===== src/rtl/uart_rx_if.sv =====
// uart_rx_if: word handshake between the UART receiver (master) and the
// host-side register/FIFO logic (slave). Carries the received word, its
// valid/ready handshake and the one-clk error pulses.
interface uart_rx_if #(
    parameter int DATA_BITS = 8
);
    logic [DATA_BITS-1:0] data_out;
    logic                 data_valid;
    logic                 data_ready;
    logic                 frame_err;
    logic                 overrun_err;

    modport master (
        output data_out,
        output data_valid,
        output frame_err,
        output overrun_err,
        input  data_ready
    );

    modport slave (
        input  data_out,
        input  data_valid,
        input  frame_err,
        input  overrun_err,
        output data_ready
    );
endinterface


===== src/rtl/uart_rx.sv =====
// uart_rx: 16x oversampling UART receiver. Start bit, LSB-first data,
// STOP_BITS stop bits. Received words are presented on rx_if with a
// valid/ready handshake; framing and overrun errors pulse for one clk.
// Optional build macro UART_RX_MAJORITY_EN: each bit is the 2-of-3 majority
// of the samples at tick_cnt 6/7/8, with the decision made at tick 8.
// Without it a single sample at tick 7 decides.
module uart_rx #(
    parameter int DATA_BITS = 8,
    parameter int STOP_BITS = 1
) (
    input  logic       clk,
    input  logic       rst_n,
    input  logic       enable,
    input  logic       baud_tick,
    input  logic       rx,
    uart_rx_if.master  rx_if,
    output logic       busy,
    output logic [2:0] dbg_rx_state
);
    typedef enum logic [2:0] {
        IDLE  = 3'd0,
        START = 3'd1,
        DATA  = 3'd2,
        STOP  = 3'd3,
        DONE  = 3'd4
    } state_t;

    localparam logic [3:0] LAST_DATA = 4'(DATA_BITS - 1);
    localparam logic [3:0] LAST_STOP = 4'(STOP_BITS - 1);
`ifdef UART_RX_MAJORITY_EN
    localparam logic [3:0] DECIDE_TICK = 4'd8;
`else
    localparam logic [3:0] DECIDE_TICK = 4'd7;
`endif

    state_t               state_q, state_d;
    logic [3:0]           tick_q, tick_d;
    logic [3:0]           bit_q, bit_d;
    logic [DATA_BITS-1:0] shift_q, shift_d;
    logic                 stop_err_q, stop_err_d;
    logic [DATA_BITS-1:0] data_q, data_d;
    logic                 valid_q, valid_d;
    logic                 ferr_q, ferr_d;
    logic                 ovr_q, ovr_d;
    logic                 rx_meta_q, rx_s_q, rx_prev_q;
`ifdef UART_RX_MAJORITY_EN
    logic [1:0]           samp_q, samp_d;
`endif

    logic handshake, fall, at_decide, at_wrap, bit_val;

    assign handshake = valid_q & rx_if.data_ready;
    assign fall      = rx_prev_q & ~rx_s_q;
    assign at_decide = baud_tick && (tick_q == DECIDE_TICK);
    assign at_wrap   = baud_tick && (tick_q == 4'd15);
`ifdef UART_RX_MAJORITY_EN
    assign bit_val   = (samp_q[0] & samp_q[1]) | (samp_q[0] & rx_s_q) | (samp_q[1] & rx_s_q);
`else
    assign bit_val   = rx_s_q;
`endif

    // Next-state, counters, datapath and output pulses.
    always_comb begin
        state_d    = state_q;
        tick_d     = tick_q;
        bit_d      = bit_q;
        shift_d    = shift_q;
        stop_err_d = stop_err_q;
        data_d     = data_q;
        valid_d    = valid_q & ~handshake;
        ferr_d     = 1'b0;
        ovr_d      = 1'b0;
`ifdef UART_RX_MAJORITY_EN
        samp_d     = samp_q;
        if (baud_tick && tick_q == 4'd6) samp_d[0] = rx_s_q;
        if (baud_tick && tick_q == 4'd7) samp_d[1] = rx_s_q;
`endif
        // Bit timing only runs while a frame is in progress.
        if ((state_q == START || state_q == DATA || state_q == STOP) && baud_tick)
            tick_d = tick_q + 4'd1;

        case (state_q)
            IDLE: begin
                if (enable && fall) begin
                    state_d    = START;
                    tick_d     = 4'd0;
                    bit_d      = 4'd0;
                    stop_err_d = 1'b0;
                end
            end
            START: begin
                if (at_decide && bit_val) begin
                    state_d = IDLE;          // line back high: glitch, not a start bit
                    tick_d  = 4'd0;
                end else if (at_wrap) begin
                    state_d = DATA;
                    bit_d   = 4'd0;
                end
            end
            DATA: begin
                if (at_decide) shift_d = {bit_val, shift_q[DATA_BITS-1:1]};
                if (at_wrap) begin
                    if (bit_q == LAST_DATA) begin
                        state_d = STOP;
                        bit_d   = 4'd0;
                    end else begin
                        bit_d = bit_q + 4'd1;
                    end
                end
            end
            STOP: begin
                if (at_decide) begin
                    if (!bit_val) stop_err_d = 1'b1;
                    // Leave at the last stop sample so a following start edge is not missed.
                    if (bit_q == LAST_STOP) state_d = DONE;
                end else if (at_wrap) begin
                    bit_d = bit_q + 4'd1;
                end
            end
            DONE: begin
                data_d  = shift_q;
                ferr_d  = stop_err_q;
                ovr_d   = valid_q & ~handshake;
                valid_d = 1'b1;
                state_d = IDLE;
                tick_d  = 4'd0;
            end
            default: state_d = IDLE;
        endcase

        // Disable aborts the frame silently; the last delivered word stays put.
        if (!enable) begin
            state_d = IDLE;
            tick_d  = 4'd0;
            bit_d   = 4'd0;
            data_d  = data_q;
            valid_d = valid_q & ~handshake;
            ferr_d  = 1'b0;
            ovr_d   = 1'b0;
        end
    end

    // State, synchroniser and output registers with synchronous reset.
    always_ff @(posedge clk) begin
        if (!rst_n) begin
            state_q    <= IDLE;
            tick_q     <= 4'd0;
            bit_q      <= 4'd0;
            shift_q    <= '0;
            stop_err_q <= 1'b0;
            data_q     <= '0;
            valid_q    <= 1'b0;
            ferr_q     <= 1'b0;
            ovr_q      <= 1'b0;
            rx_meta_q  <= 1'b1;
            rx_s_q     <= 1'b1;
            rx_prev_q  <= 1'b1;
`ifdef UART_RX_MAJORITY_EN
            samp_q     <= 2'b11;
`endif
        end else begin
            state_q    <= state_d;
            tick_q     <= tick_d;
            bit_q      <= bit_d;
            shift_q    <= shift_d;
            stop_err_q <= stop_err_d;
            data_q     <= data_d;
            valid_q    <= valid_d;
            ferr_q     <= ferr_d;
            ovr_q      <= ovr_d;
            rx_meta_q  <= rx;
            rx_s_q     <= rx_meta_q;
            rx_prev_q  <= rx_s_q;
`ifdef UART_RX_MAJORITY_EN
            samp_q     <= samp_d;
`endif
        end
    end

    assign rx_if.data_out    = data_q;
    assign rx_if.data_valid  = valid_q;
    assign rx_if.frame_err   = ferr_q;
    assign rx_if.overrun_err = ovr_q;
    assign busy              = (state_q != IDLE);
    assign dbg_rx_state      = state_q;
endmodule


===== src/flat_wrapper.sv =====
// flat-port wrapper written by rule: the top's interface ports become plain ports
module uart_rx_flat 
#(
    parameter int DATA_BITS = 8,
    parameter int STOP_BITS = 1
)
  (clk, rst_n, enable, baud_tick, rx, busy, dbg_rx_state, rx_if_data_out, rx_if_data_valid, rx_if_frame_err, rx_if_overrun_err, rx_if_data_ready);
  uart_rx_if #(.DATA_BITS(DATA_BITS)) rx_if_i ();
  input  logic clk;
  input  logic rst_n;
  input  logic enable;
  input  logic baud_tick;
  input  logic rx;
  output logic busy;
  output logic [2:0] dbg_rx_state;
  output wire logic [$bits(rx_if_i.data_out)-1:0] rx_if_data_out;
  output wire logic [$bits(rx_if_i.data_valid)-1:0] rx_if_data_valid;
  output wire logic [$bits(rx_if_i.frame_err)-1:0] rx_if_frame_err;
  output wire logic [$bits(rx_if_i.overrun_err)-1:0] rx_if_overrun_err;
  input wire logic [$bits(rx_if_i.data_ready)-1:0] rx_if_data_ready;
  assign rx_if_data_out = rx_if_i.data_out;
  assign rx_if_data_valid = rx_if_i.data_valid;
  assign rx_if_frame_err = rx_if_i.frame_err;
  assign rx_if_overrun_err = rx_if_i.overrun_err;
  assign rx_if_i.data_ready = rx_if_data_ready;
  uart_rx #(.DATA_BITS(DATA_BITS), .STOP_BITS(STOP_BITS)) u_core (.clk(clk), .rst_n(rst_n), .enable(enable), .baud_tick(baud_tick), .rx(rx), .rx_if(rx_if_i), .busy(busy), .dbg_rx_state(dbg_rx_state));
endmodule

===== config.mk =====
export PLATFORM = sky130hd
export DESIGN_NAME = uart_rx_flat
export DESIGN_NICKNAME = d
export VERILOG_FILES = /design/src/rtl/uart_rx_if.sv /design/src/rtl/uart_rx.sv /design/src/flat_wrapper.sv
export SDC_FILE = /design/constraint.sdc
export NUM_CORES = 1
export LEC_CHECK = 0
export BUFFER_PORTS_ARGS = -buffer_cell sky130_fd_sc_hd__buf_2
export CAP_MARGIN = 20
export CORE_ASPECT_RATIO = 1.2
export CORE_UTILIZATION = 40
export CTS_BUF_LIST = sky130_fd_sc_hd__clkbuf_4 sky130_fd_sc_hd__clkbuf_8
export DETAILED_ROUTE_END_ITERATION = 16
export SLEW_MARGIN = 20
export SYNTH_ARGS = -nofsm -noshare
export SYNTH_HDL_FRONTEND = slang
export SYNTH_SLANG_ARGS = --single-unit

===== constraint.sdc =====
create_clock -name clk -period 2.5 [get_ports clk]
set_clock_uncertainty 0.05 [all_clocks]
set_input_delay 0.25 -clock clk [delete_from_list [all_inputs] [get_ports clk]]
set_output_delay 0.25 -clock clk [all_outputs]
set_load 0.03 [all_outputs]

# Yosys cells after proc, flatten, opt, wreduce, memory -nomap -nowiden

Cells that the tools add are included.

Add/subtract/negate cells: 2
Eq/ne operators: 18
Multiplexer cells: 26
Bitwise logic cells: 5
Reductions and logical operators: 19

Operator list:

| kind                                                                     | count |
|---|---|
| 4-bit two-way mux                                                        | 10 |
| 3-bit two-way mux                                                        | 7 |
| 4-bit case mux with 4 select lines                                       | 1 |
| 3-bit case mux with 4 select lines                                       | 1 |
| 4-bit case mux with 3 select lines                                       | 1 |
| 2-bit by 1-bit inequality test with 1-bit output (second input constant) | 5 |
| 2-bit inequality test (second input constant)                            | 5 |
| 4-bit by 1-bit adder with 4-bit output (second input constant)           | 2 |
| 4-bit by 3-bit == test with 1-bit output (second input constant)         | 2 |
| 7-bit AND reduction                                                      | 1 |
| 3-bit by 2-bit == test with 1-bit output (second input constant)         | 2 |
| 2-bit AND reduction                                                      | 3 |
| 6-bit AND reduction                                                      | 1 |
| 1-bit logical AND                                                        | 5 |
| 1-bit two-way mux                                                        | 5 |
| 4-bit == test (second input constant)                                    | 1 |
| 4-bit logical NOT                                                        | 1 |
| 4-bit AND reduction                                                      | 1 |
| 4-bit nonzero test                                                       | 1 |
| 1-bit bitwise AND                                                        | 3 |
| 3-bit by 1-bit == test with 1-bit output (second input constant)         | 1 |
| 3-bit == test (second input constant)                                    | 1 |
| 3-bit logical NOT                                                        | 1 |
| 3-bit by 2-bit inequality test with 1-bit output (second input constant) | 1 |
| other kinds (6)                                                          | 8 |

Register bits after elaboration: 34
Output and inout bits: 15

# Logic depth before layout (Yosys ltp)

Gate-level depths: netlist (run 1).

Word-level depth: 7
Mapped depth: 6
Depth with buffers taken out: 6

# Least setup slack after synthesis (run 1)

OpenSTA, ideal clock, no wires.

Path kind: register to register
From: register u_core.state_q[1] (netlist: u_core.dbg_rx_state[1])
To: register u_core.bit_q[3]
Arrival time: 1.859 ns
Required time: 2.375 ns
Path slack: 0.516 ns
Stages on the path, launching flop included: 6
Buffers on the path: 1
Period minus slack after synthesis: 1.984 ns
Path through: dfxtp_1 buf_6 or3_4 o32a_2 or4_1 a31oi_1

Cells in the longest elaborated chain, start to end: 3

Ends and longest elaborated chain:

| what                                                                                            | RTL line       | text |
|---|---|---|
| from (decl)                                                                                     | uart_rx.sv:36  | `state_t state_q, state_d;` |
| from (signal assigned)                                                                          | uart_rx.sv:162 | `state_q <= state_d;` |
| 3-bit by 1-bit == test with 1-bit output, or another cell as far along                          | uart_rx.sv:82  | `case (state_q)` |
| 2-bit by 1-bit inequality test with 1-bit output (no source line), or another cell as far along | n/a            |  |
| 7-bit AND reduction (no source line)                                                            | n/a            |  |
| to (signal assigned)                                                                            | uart_rx.sv:164 | `bit_q <= bit_d;` |
| to (decl)                                                                                       | uart_rx.sv:38  | `logic [3:0] bit_q, bit_d;` |

Several ways; a longest one is shown, not always the timed one.
A chain may end at the register's enable or synchronous reset.

# Worst setup path after layout (run 1)

From: register u_core.tick_q[0]
To: register u_core.state_q[0] (netlist: u_core.dbg_rx_state[0])

Cells in the longest elaborated chain, start to end: 5

Ends and longest elaborated chain:

| what                                                                                                   | RTL line       | text |
|---|---|---|
| from (decl)                                                                                            | uart_rx.sv:37  | `logic [3:0] tick_q, tick_d;` |
| from (signal assigned)                                                                                 | uart_rx.sv:163 | `tick_q <= tick_d;` |
| 4-bit by 3-bit == test with 1-bit output                                                               | uart_rx.sv:54  | `assign at_decide = baud_tick && (tick_q == DECIDE_TICK);` |
| 1-bit logical AND                                                                                      | uart_rx.sv:54  |  |
| 1-bit logical AND                                                                                      | uart_rx.sv:92  | `if (at_decide && bit_val) begin` |
| 3-bit by 2-bit inequality test with 1-bit output (no source line) or 3-bit two-way mux (tied branches) | n/a            |  |
| 6-bit AND reduction (no source line) or 3-bit case mux with 4 select lines (tied branches)             | n/a            |  |

Several ways; a longest one is shown, not always the timed one.

==> results.md, run 1 <==
- Outcome: completed
- Maximum VDD drop: 0.382 mV
- Cell Int Power: 0.000877 W
- Worst-skew pair later-pin latency: ~0.28 ns
- Top flip-flop cell by instance count after synthesis: dfxtp_1
- Critical-path top delay cell: mux2_2
- Fraction of power consumed by the clock network: 46.7%
- Area share of the largest cell type after synthesis: 44.4%
- Average cell area after synthesis: ~9.1 µm²
- Routed via count divided by cell count: between 4 and 5
- Number of inserted diodes: 0
- Syn nets: ~180
- Worst setup path class: reg -> reg
- DRT iter0 DRCs: 27
- EDFF count, synth: 0
- Detailed-route via count: roughly 1200
- Most common library cells after synthesis: dfxtp_1, nand2_1, a21boi_0
- Pin count of the biggest net entering global routing: 26
- Number of iterations in the first detailed-routing pass: 4
- Cell at the root of the clock tree: clkbuf_8
- Number of buffers inserted by hold repair at cts: 0
- Fillers: 349
- Height of the chip: about 70 µm
- Final wirelength: around 2800 µm
- Number of antenna violations at the first check in global routing: 0
- Setup TNS: 0 ns
- Critical path's largest stage delay: roughly 0.38 ns
- Global-route wire length before repair: 4770 µm
- Register bit total from synthesis: 34
- Sequential cell area: ~700 µm²
- Placeable core region: 0.00363 mm²
- Post-synthesis cell count: 168
- Count of final max-slew check failures: 0
- Share of post-route cells with drive strength above 1: about a fifth
- Kind of start point of the critical path: register
- Total overflow reported by the global router: 0
- Post-CTS Repair Setup Buffers: 0
- Hold Path Class: in -> reg
- Multi-input combinational cell area: 791 µm²
- # H-tree levels: 2
- Placement row count: 24
- Average wire length per cell after detail routing: about 12 µm
- Cell area after placement: between 0.0015 and 0.002 mm²
- Net switching power figure: around 0.00021 W
- Final design instance area without fill: about 0.0018 mm²
- Max_slew headroom: 68.6%
- Launch instance of the worst register-to-register path: u_core.tick_q[0]
- Worst hold slack: approximately 0.099 ns
- Start point of the worst hold path: rx
- Cells taking the most area after synthesis: dfxtp_1, nand2_1, mux2i_1, a21boi_0, nor2b_1
- Fraction of power consumed by sequential logic: around half
- Endpoints failing hold: 0
- Post-detailed-route count of antenna-violating nets: 0
- Placed wire-length estimate: 2010 µm
- Unrepaired setup endpoints after global routing: false
- Critical path's top delay family: simple AND/OR/NAND/NOR gates
- Share of total power in combinational logic: 3.0%
- Max FO, Critical Path: 5
- Net switching share of the total power: 19.2%
- Starting utilization of the core area: between 40% and 50%
- Count of unresolved DRC violations after routing: 0
- Total CTS buffers: 5
- Number of resized instances in the post-cts repair step: 0
- Time the final worst path needs with I/O delays and setup: a little over 2 ns
- Total power consumption of the routed design: between 0.001 and 0.0015 W
- Portion of the post-synthesis area used by sequential elements: between 40 and 50%
- Crit share post-route: roughly 83%
- Mapped Area: around 0.0015 mm²
- Clock transition at the register clock pins on the worst setup and hold paths after CTS: 0.06 ns
- Synth unique cells: 40
- Die Outline Area: between 0.004 and 0.005 mm²
- Area overhead of the layout relative to synthesis: 15.4%
- Worst setup path startpoint: u_core.tick_q[0]
- Arrival time at the worst endpoint: about 2.2 ns
- Number of endpoints failing setup at the final stage: 0
- Final core utilization: 48.7%
- Width of the die: roughly 60 µm
- Kind of end point of the critical path: register
- Max-capacitance violation count: 0
- TritonCTS clock tree: yes
- Synthesis warning total: 0
- # IOs: 21
- GP Congestion: 0.761
- Vias in the first global route: roughly 1100
- Net count of the finished layout: 196
- Crit path buffers/inverters: 0
- Async set-or-reset flop fraction in the synthesized netlist: 0%
- Critical path data required time: approximately 2.6 ns
- Critical Path, Cell by Cell: ha_1 -> nand4b_1 -> o311a_1 -> nor4_2 -> mux2_2
- Leakage power of the design: slightly above 0.7 nW
- Number of clock sinks seen by CTS: 34
- Total global-route track usage: ~16%
- Count of input and output buffers: 20
- Cell with the most instances after synthesis: dfxtp_1
- Max clock buf depth: 2
- Actual transition at the worst max-transition pin: 0.471 ns
- Power density of the placed cells: 614 mW/mm²
- Cell type with the highest aggregate area in the netlist: dfxtp_1
- F_max: roughly 480 MHz
==> area by class of cell <==
cell class / instances / share of cell area, %
Clock inverter: 1 / 1.70
Multi-Input combinational cell: 121 / 44.7
Timing Repair Buffer: 20 / 5.66
Tap cell: 52 / 3.68
Sequential cell: 34 / 38.5
Inverter: 5 / 1.06
Clock buffer: 6 / 4.67
==> final timing paths <==
check             cells after the start                endpoint  slack, ns
setup / recovery                      5  u_core.dbg_rx_state[0]       0.43
hold / removal                        2        u_core.rx_meta_q        0.1
hold reg to reg                       1          u_core.bit_val       0.37
setup reg to reg                      5  u_core.dbg_rx_state[0]       0.43
==> kinds of logic after synthesis <==
family / count (synthesis) / synth area share (%)
muxes: 10 / 6.62
adders and majority gates: 3 / 2.45
AOI/OAI and AO/OA: 28 / 13.2
DFF: 34 / 44.4
and+or+nand+nor: 77 / 27.7
xor gates and xnor gates: 3 / 1.72
buffers and inverters: 13 / 3.92
==> cell usage in the layout (no fill, tap or decap), types with 2 or more instances in the layout <==
master    count
dfxtp_1      34
nand2_1      25
buf_2        20
a21boi_0     10
nor2b_1       9
mux2i_1       9
nand3_1       8
clkbuf_8      6
inv_1         5
nor2_1        5
a21oi_1       5
nand2b_1      5
o21ai_0       4
and3_1        4
and2_1        4
xnor2_1       3
ha_1          3
nand3b_1      2
or4_1         2
or3_1         2
o31ai_1       2
and2b_1       2
==> state kept, by name, indices dropped and copies added, names as in the netlist <==
name and cells:
u_core.bit_val 1, u_core.rx_if.overrun_err 1, u_core.stop_err_q 1, u_core.rx_prev_q 1
u_core.shift_q 8, u_core.rx_meta_q 1, u_core.rx_if.frame_err 1, u_core.rx_if.data_valid 1
u_core.rx_if.data_out 8, u_core.tick_q 4, u_core.dbg_rx_state 3, u_core.bit_q 4
==> power by group through the flow <==
stage | clock, W | combinational, W | sequential (W)
finish | 0.000507 | 0.0000321 | 0.000547
global route | 0.000541 | 0.0000356 | 0.000547
CTS | 0.000522 | 0.0000329 | 0.000546
detailed placement | 0 | 0.0000328 | 0.000559
global placement | 0 | 0.0000324 | 0.000559
floorplan | 0 | 0.0000234 | 0.000558
==> per-layer routing <==
metal	part of all wire, %	global-route usage [%]
met3	2.6	3.36
met2	50	25.9
met4	2.8	10.1
met5	0	0
met1	45	17.3
==> stage by stage <==
step	worst slack (ns)	std cells
detailed placement	0.435	232
global route	0.295	239
floorplan	0.516	168
CTS	0.416	239
finish	0.431	239
global placement	0.530	232
Power figures use the tool's default switching activity.
==> run 2: changes to the inputs <==
--- a/config.mk
+++ b/config.mk
@@ -5,6 +5,7 @@
 export SDC_FILE = /design/constraint.sdc
 export NUM_CORES = 1
 export LEC_CHECK = 0
+export ABC_AREA = 1
 export BUFFER_PORTS_ARGS = -buffer_cell sky130_fd_sc_hd__buf_2
 export CAP_MARGIN = 20
 export CORE_ASPECT_RATIO = 1.2
==> constraint.sdc (replaced) <==
create_clock -name clk -period 2 [get_ports clk]
set_clock_uncertainty 0.05 [all_clocks]
set_input_delay 0.2 -clock clk [delete_from_list [all_inputs] [get_ports clk]]
set_output_delay 0.2 -clock clk [all_outputs]
set_load 0.03 [all_outputs]
==> results.md, run 2 <==
- Endpoints failing hold: 0
- Worst setup path class: reg -> out
- Mapped Area: 0.00151 mm²
- GP Congestion: a little over 0.8
- Net count of the finished layout: around 230
- Total global-route track usage: 15.7%
- Commonest non-fill, non-tap cell in the layout: nor2_1
- Hold depth: 2
- Crit share post-route: around 80%
- Most used cells in the layout excluding fill and tap cells: nor2_1, dfxtp_1, nand2_1
- Detailed-route via count: around 1300
- Max clock buf depth: 2
- Post-synthesis cell count: about 200
- Number of buffers inserted by hold repair at cts: 0
- Count of final max-slew check failures: 0
- Cell at the root of the clock tree: clkbuf_8
- Syn nets: roughly 210
- Outcome: finished with violations
- Cell depth of the worst flop-to-flop path: 7
- Pin count of the biggest net entering global routing: 20
- Height of the chip: between 60 and 70 µm
- Vias in the first global route: approximately 1100
- Synth unique cells: 28
- Top flip-flop cell by instance count after synthesis: dfxtp_1
- Maximum VDD drop: 0.575 mV
- Critical path data required time: 1.75 ns
- Unrepaired setup endpoints after global routing: false
- Average cell area after synthesis: 7.57 µm²
- Placement row count: 24
- Cell type with the highest aggregate area in the netlist: dfxtp_1
- Async set-or-reset flop fraction in the synthesized netlist: 0%
- F_max: slightly above 600 MHz
- Fraction of met1 tracks used by global routing: a little over a fifth
- Max FO, Critical Path: 9
- Hold Path Class: in -> reg
- Critical path's largest stage delay: between 0.5 and 0.6 ns
- Number of clock sinks seen by CTS: 34
- Busiest metal layer after global routing: met2
- Register bit total from synthesis: 34
- Clock transition at the register clock pins on the worst setup and hold paths after CTS: 0.07 ns
- Critical-path top delay cell: dfxtp_1
- Cell area after placement: 0.00164 mm²
- Cell with the most instances after synthesis: nor2_1
- EDFF count, synth: 0
- Area overhead of the layout relative to synthesis: 18.1%
- Actual transition at the worst max-transition pin: between 0.4 and 0.5 ns
- Setup TNS: 0 ns
- Total overflow reported by the global router: 0
- Launch instance of the worst register-to-register path: u_core.dbg_rx_state[2]
- Kind of start point of the critical path: register
- Final wirelength: 2740 µm
- Met2 Usage GRT: between 20 and 25%
- Final design instance area without fill: about 0.0018 mm²
- Arrival time at the worst endpoint: 1.38 ns
- Kind of end point of the critical path: output port
- Most common library cells after synthesis: nor2_1, dfxtp_1, nand2_1
- Global-route wire length before repair: around 4800 µm
- TritonCTS clock tree: yes
- Critical Path, Cell by Cell: inv_1 -> nand2_1 -> buf_2
- # IOs: 21
- Leakage power of the design: a little under 0.9 nW
- Number of antenna violations at the first check in global routing: 0
- Routed via count divided by cell count: 4.78
- Start point of the worst hold path: rx
- DRT iter0 DRCs: 37
- Max-capacitance violation count: 0
- Violated checks: DRC
- Portion of the post-synthesis area used by sequential elements: about 45%
- Cells taking the most area after synthesis: dfxtp_1, nor2_1, nand2_1, o21ai_0, inv_1
- Die Outline Area: approximately 0.0040 mm²
- Number of inserted diodes: 0
- Worst hold slack: roughly 0.045 ns
- Post-CTS Repair Setup Buffers: 0
- Share of post-route cells with drive strength above 1: a little under a quarter
- Placed wire-length estimate: roughly 2000 µm
- Power density of the placed cells: ~900 mW/mm²
- Post-detailed-route count of antenna-violating nets: 0
- Max_slew headroom: between 70% and 80%
- Starting utilization of the core area: 41.8%
- Total CTS buffers: 5
- Worst setup path startpoint: u_core.dbg_rx_state[2]
- # H-tree levels: 2
- Placeable core region: around 0.0036 mm²
- Count of input and output buffers: 20
- Number of endpoints failing setup at the final stage: 0
- Average wire length per cell after detail routing: about 10 µm
- Met3 Usage GRT: around 5.0%
- Worst-skew pair later-pin latency: 0.28 ns
- Time the final worst path needs with I/O delays and setup: 1.63 ns
- Number of resized instances in the post-cts repair step: 0
- Count of unresolved DRC violations after routing: 2
- Width of the die: 58.0 µm
- Area share of the largest cell type after synthesis: between 40% and 50%
- Synthesis warning total: 0
- Number of iterations in the first detailed-routing pass: 10
==> run 2: changes by cell type in the layout (fill, tap and decap cells not counted), moves of 4 or more <==
cell | before | now
inv_1 | 5 | 18
and3_1 | 4 | 0
nor2b_1 | 9 | 0
and2_1 | 4 | 0
inv_2 | 0 | 6
a21boi_0 | 10 | 0
nor2_1 | 5 | 43
mux2i_1 | 9 | 2
o21ai_0 | 4 | 18
nand2b_1 | 5 | 0
nand2_2 | 0 | 7
==> run 2: kinds of logic (layout without fill, tap and decap cells) <==
family | count (synthesis) | after routing | synth area share [%]
DFF | 34 | 34 | 45.2
xor gates and xnor gates | 3 | 3 | 1.74
buffers and inverters | 29 | 54 | 7.72
muxes | 2 | 2 | 1.33
and+or+nand+nor | 99 | 99 | 30.8
AOI/OAI and AO/OA | 29 | 29 | 10.7
adders and majority gates | 3 | 3 | 2.49
==> run 2: critical path, delay by kind of cell (launching register included) <==
kind                   cells  cell delay, ns
buffers and inverters      2            0.39
flip-flops                 1            0.58
AND/OR/NAND/NOR            1            0.12
==> run 2: final timing paths <==
| check | endpoint | slack (ns) |
|---|---|---|
| max | busy | 0.37 |
| min | u_core.rx_meta_q | 0.05 |
| max reg2reg | u_core.dbg_rx_state[1] | 0.50 |
| min reg2reg | u_core.bit_val | 0.37 |
==> run 2: power by group <==
group          leakage, nW  internal (W)  switching, W  total (W)
sequential           0.275      0.000683    0.00000646   0.000689
clock               0.0714      0.000532      0.000248   0.000780
combinational        0.522     0.0000310     0.0000629  0.0000939
total                0.868       0.00125      0.000318    0.00156
==> run 2: metrics by stage <==
| stage | worst slack [ns] | cells | utilization [%] | total power [W] |
|---|---|---|---|---|
| global placement | 0.498 | 255 | 45.4 | 0.000800 |
| detailed placement | 0.490 | 255 | 45.4 | 0.000799 |
| floorplan | 0.582 | 199 | - | 0.000776 |
| global route | 0.269 | 263 | 49.4 | 0.00162 |
| CTS | 0.359 | 263 | 49.4 | 0.00158 |
| finish | 0.370 | 263 | 49.4 | 0.00156 |
==> run 2: cell type report <==
cell class                 count  area (µm²)
inverter                      26        97.6
clock buffer                   6        82.6
tap                           39        48.8
sequential                    34         681
clock inverter                 2        60.1
timing repair buffer          20         100
fill                         375        1820
multi-input combinational    136         709
==> run 2: metal layers <==
layer  up-vias  part of all wire [%]
met5         -                     0
met3         6                   3.8
met2        19                    42
met4         0                   2.4
met1       556                    52
li1        676                     -
==> run 3: changes to the inputs <==
==> constraint.sdc (replaced) <==
create_clock -name clk -period 1.4 [get_ports clk]
set_clock_uncertainty 0.05 [all_clocks]
set_input_delay 0.14 -clock clk [delete_from_list [all_inputs] [get_ports clk]]
set_output_delay 0.14 -clock clk [all_outputs]
set_load 0.03 [all_outputs]
==> results.md, run 3 (synthesis gave the netlist of run 2 again) <==
- Number of cells after detailed placement: 261
- Number of clock sinks seen by CTS: 34
- Max FO, Critical Path: 5
- Width of the die: 58.0 µm
- Number of antenna violations at the first check in global routing: 0
- Worst setup path class: reg -> reg
- Total overflow reported by the global router: 0
- Critical path's largest stage delay: ~0.35 ns
- Worst hold slack: 0.0801 ns
- DRT iter0 DRCs: 31
- Max-capacitance violation count: 0
- Share of post-route cells with drive strength above 1: 33.2%
- Count of final max-slew check failures: 0
- Average wire length per cell after detail routing: ~10 µm
- Count of input and output buffers: 20
- Count of unresolved DRC violations after routing: 2
- Placeable core region: between 0.003 and 0.004 mm²
- Pre-CTS WS: between 0.0004 and 0.0005 ns
- Number of endpoints failing setup at the final stage: 0
- Die Outline Area: roughly 0.004 mm²
- Final core utilization: between 50% and 60%
- Global-route wire length before repair: roughly 4500 µm
- Unrepaired setup endpoints after global routing: true
- # IOs: 21
- Starting utilization of the core area: a little over two fifths
- Critical path data required time: around 1.5 ns
- Fillers: 340
- Fin cells: about 270
- Actual transition at the worst max-transition pin: 0.215 ns
- Time the final worst path needs with I/O delays and setup: 1.35 ns
- Max clock buf depth: 2
- Maximum VDD drop: slightly above 0.5 mV
- Max_slew headroom: between 80 and 90%
- # H-tree levels: 2
- Critical-path top delay cell: dfxtp_2
- Height of the chip: 69.2 µm
- Placement row count: 24
- Number of inserted diodes: 0
- Cell at the root of the clock tree: clkbuf_8
- Endpoints failing hold: 0
- Final wirelength: between 2000 and 3000 µm
- Kind of end point of the critical path: register
- Routed via count divided by cell count: roughly 4.7
- Most frequent cell on the critical path: nand2_4
- Arrival time at the worst endpoint: ~1.5 ns
- Pin count of the biggest net entering global routing: 18
- Most used cells in the layout excluding fill and tap cells: nor2_1, dfxtp_1, nand2_1
- Crit path buffers/inverters: 1
- Area overhead of the layout relative to synthesis: 26.2%
- Placed wire-length estimate: slightly above 2000 µm
- Vias in the first global route: between 1000 and 1500
- Violated checks: DRC
- Crit share post-route: 96.5%
- Number of iterations in the first detailed-routing pass: 10
- Total CTS buffers: 5
- TritonCTS clock tree: yes
- Commonest non-fill, non-tap cell in the layout: nor2_1
- F_max: between 700 and 800 MHz
- Worst-skew pair later-pin latency: roughly 0.28 ns
- Power density of the placed cells: around 1100 mW/mm²
- Clock transition at the register clock pins on the worst setup and hold paths after CTS: 0.06 ns
- GP Congestion: around 0.81
- Critical Path, Cell by Cell: ha_4 -> nand2_2 -> inv_2 -> nand2_4 -> nand2_4 -> nand2_4 -> nor2_4 -> nand3_2 -> nand2_1 -> nor2_1
- Kind of start point of the critical path: register
- Post-detailed-route count of antenna-violating nets: 0
- Net count of the finished layout: about 240
- Critical path's top delay family: simple AND/OR/NAND/NOR gates
- Outcome: finished with violations
- Leakage power of the design: around 0.91 nW
- Total global-route track usage: 14.6%
- Detailed-route via count: 1282
- Hold Path Class: in -> reg
- Setup WS post-layout: slightly below 0.05 ns
run 3: cell count changes in the layout (fill, tap and decap cells not counted), sizes merged:
cell | previous run | this run
buf | 20 | 28
bufinv | 2 | 1
clkinv | 2 | 1
clkinvlp | 0 | 1
dlygate4sd3 | 0 | 1
run 3: final timing paths:
path	end	slack (ns)	startpoint	cells past startpoint
worst max-delay path	u_core.dbg_rx_state[1]	0.05	u_core.tick_q[1]	10
worst min register to register	u_core.bit_val	0.36	u_core.rx_meta_q	1
worst max register to register	u_core.dbg_rx_state[1]	0.05	u_core.tick_q[1]	10
worst min-delay path	u_core.rx_if.overrun_err	0.08	rx_if_data_ready	4
run 3: timing repair:
item,CTS,global route
setup endpoints to repair,5,21
resized for setup,3,19
endpoints found under the hold margin,1,0
hold buffers,1,0
setup buffers,0,2
cloned,0,0
pin swaps,0,6
run 3: metrics by stage:
| stage | setup TNS (ns) | area, µm² | total power [W] |
|---|---|---|---|
| 6_report | 0 | 1900 | 0.00204 |
| 5_1_grt | -0.0416 | 1900 | 0.00213 |
| 4_1_cts | 0 | 1810 | 0.00205 |
| 3_5_place_dp | 0 | 1680 | 0.00114 |
| 3_3_place_gp | 0 | 1680 | 0.00115 |
| 2_1_floorplan | -0.00126 | 1510 | 0.00111 |
run 3: worst min-delay path, cell delays in order:
cell	delay, ns
buf_2	0.07
inv_1	0.03
nand2_1	0.07
nor2_1	0.05
run 3: power by group:
part	switching, W	internal (W)	leakage [nW]
Combinational	0.0000988	0.0000577	0.571
Clock	0.000330	0.000569	0.0573
Sequential	0.0000101	0.000977	0.278
Total	0.000439	0.00160	0.906
run 3: area by class of cell:
| cell class | instances | area [µm²] | share of cell area, % |
|---|---|---|---|
| Tap cell | 39 | 48.8 | 2.57 |
| Multi-Input combinational cell | 136 | 778 | 40.9 |
| Clock inverter | 1 | 30.0 | 1.58 |
| Inverter | 26 | 101 | 5.33 |
| Sequential cell | 34 | 689 | 36.3 |
| Clock buffer | 6 | 82.6 | 4.34 |
| Timing Repair Buffer | 29 | 170 | 8.95 |
run 3: layer usage:
metal / GRT usage [%] / up-vias / wire [µm]
li1: - / 689 / -
met1: 17.9 / 569 / 1350
met2: 22.9 / 19 / 1310
met3: 3.54 / 5 / 91
met4: 8.73 / 0 / 59
met5: 0 / - / 0
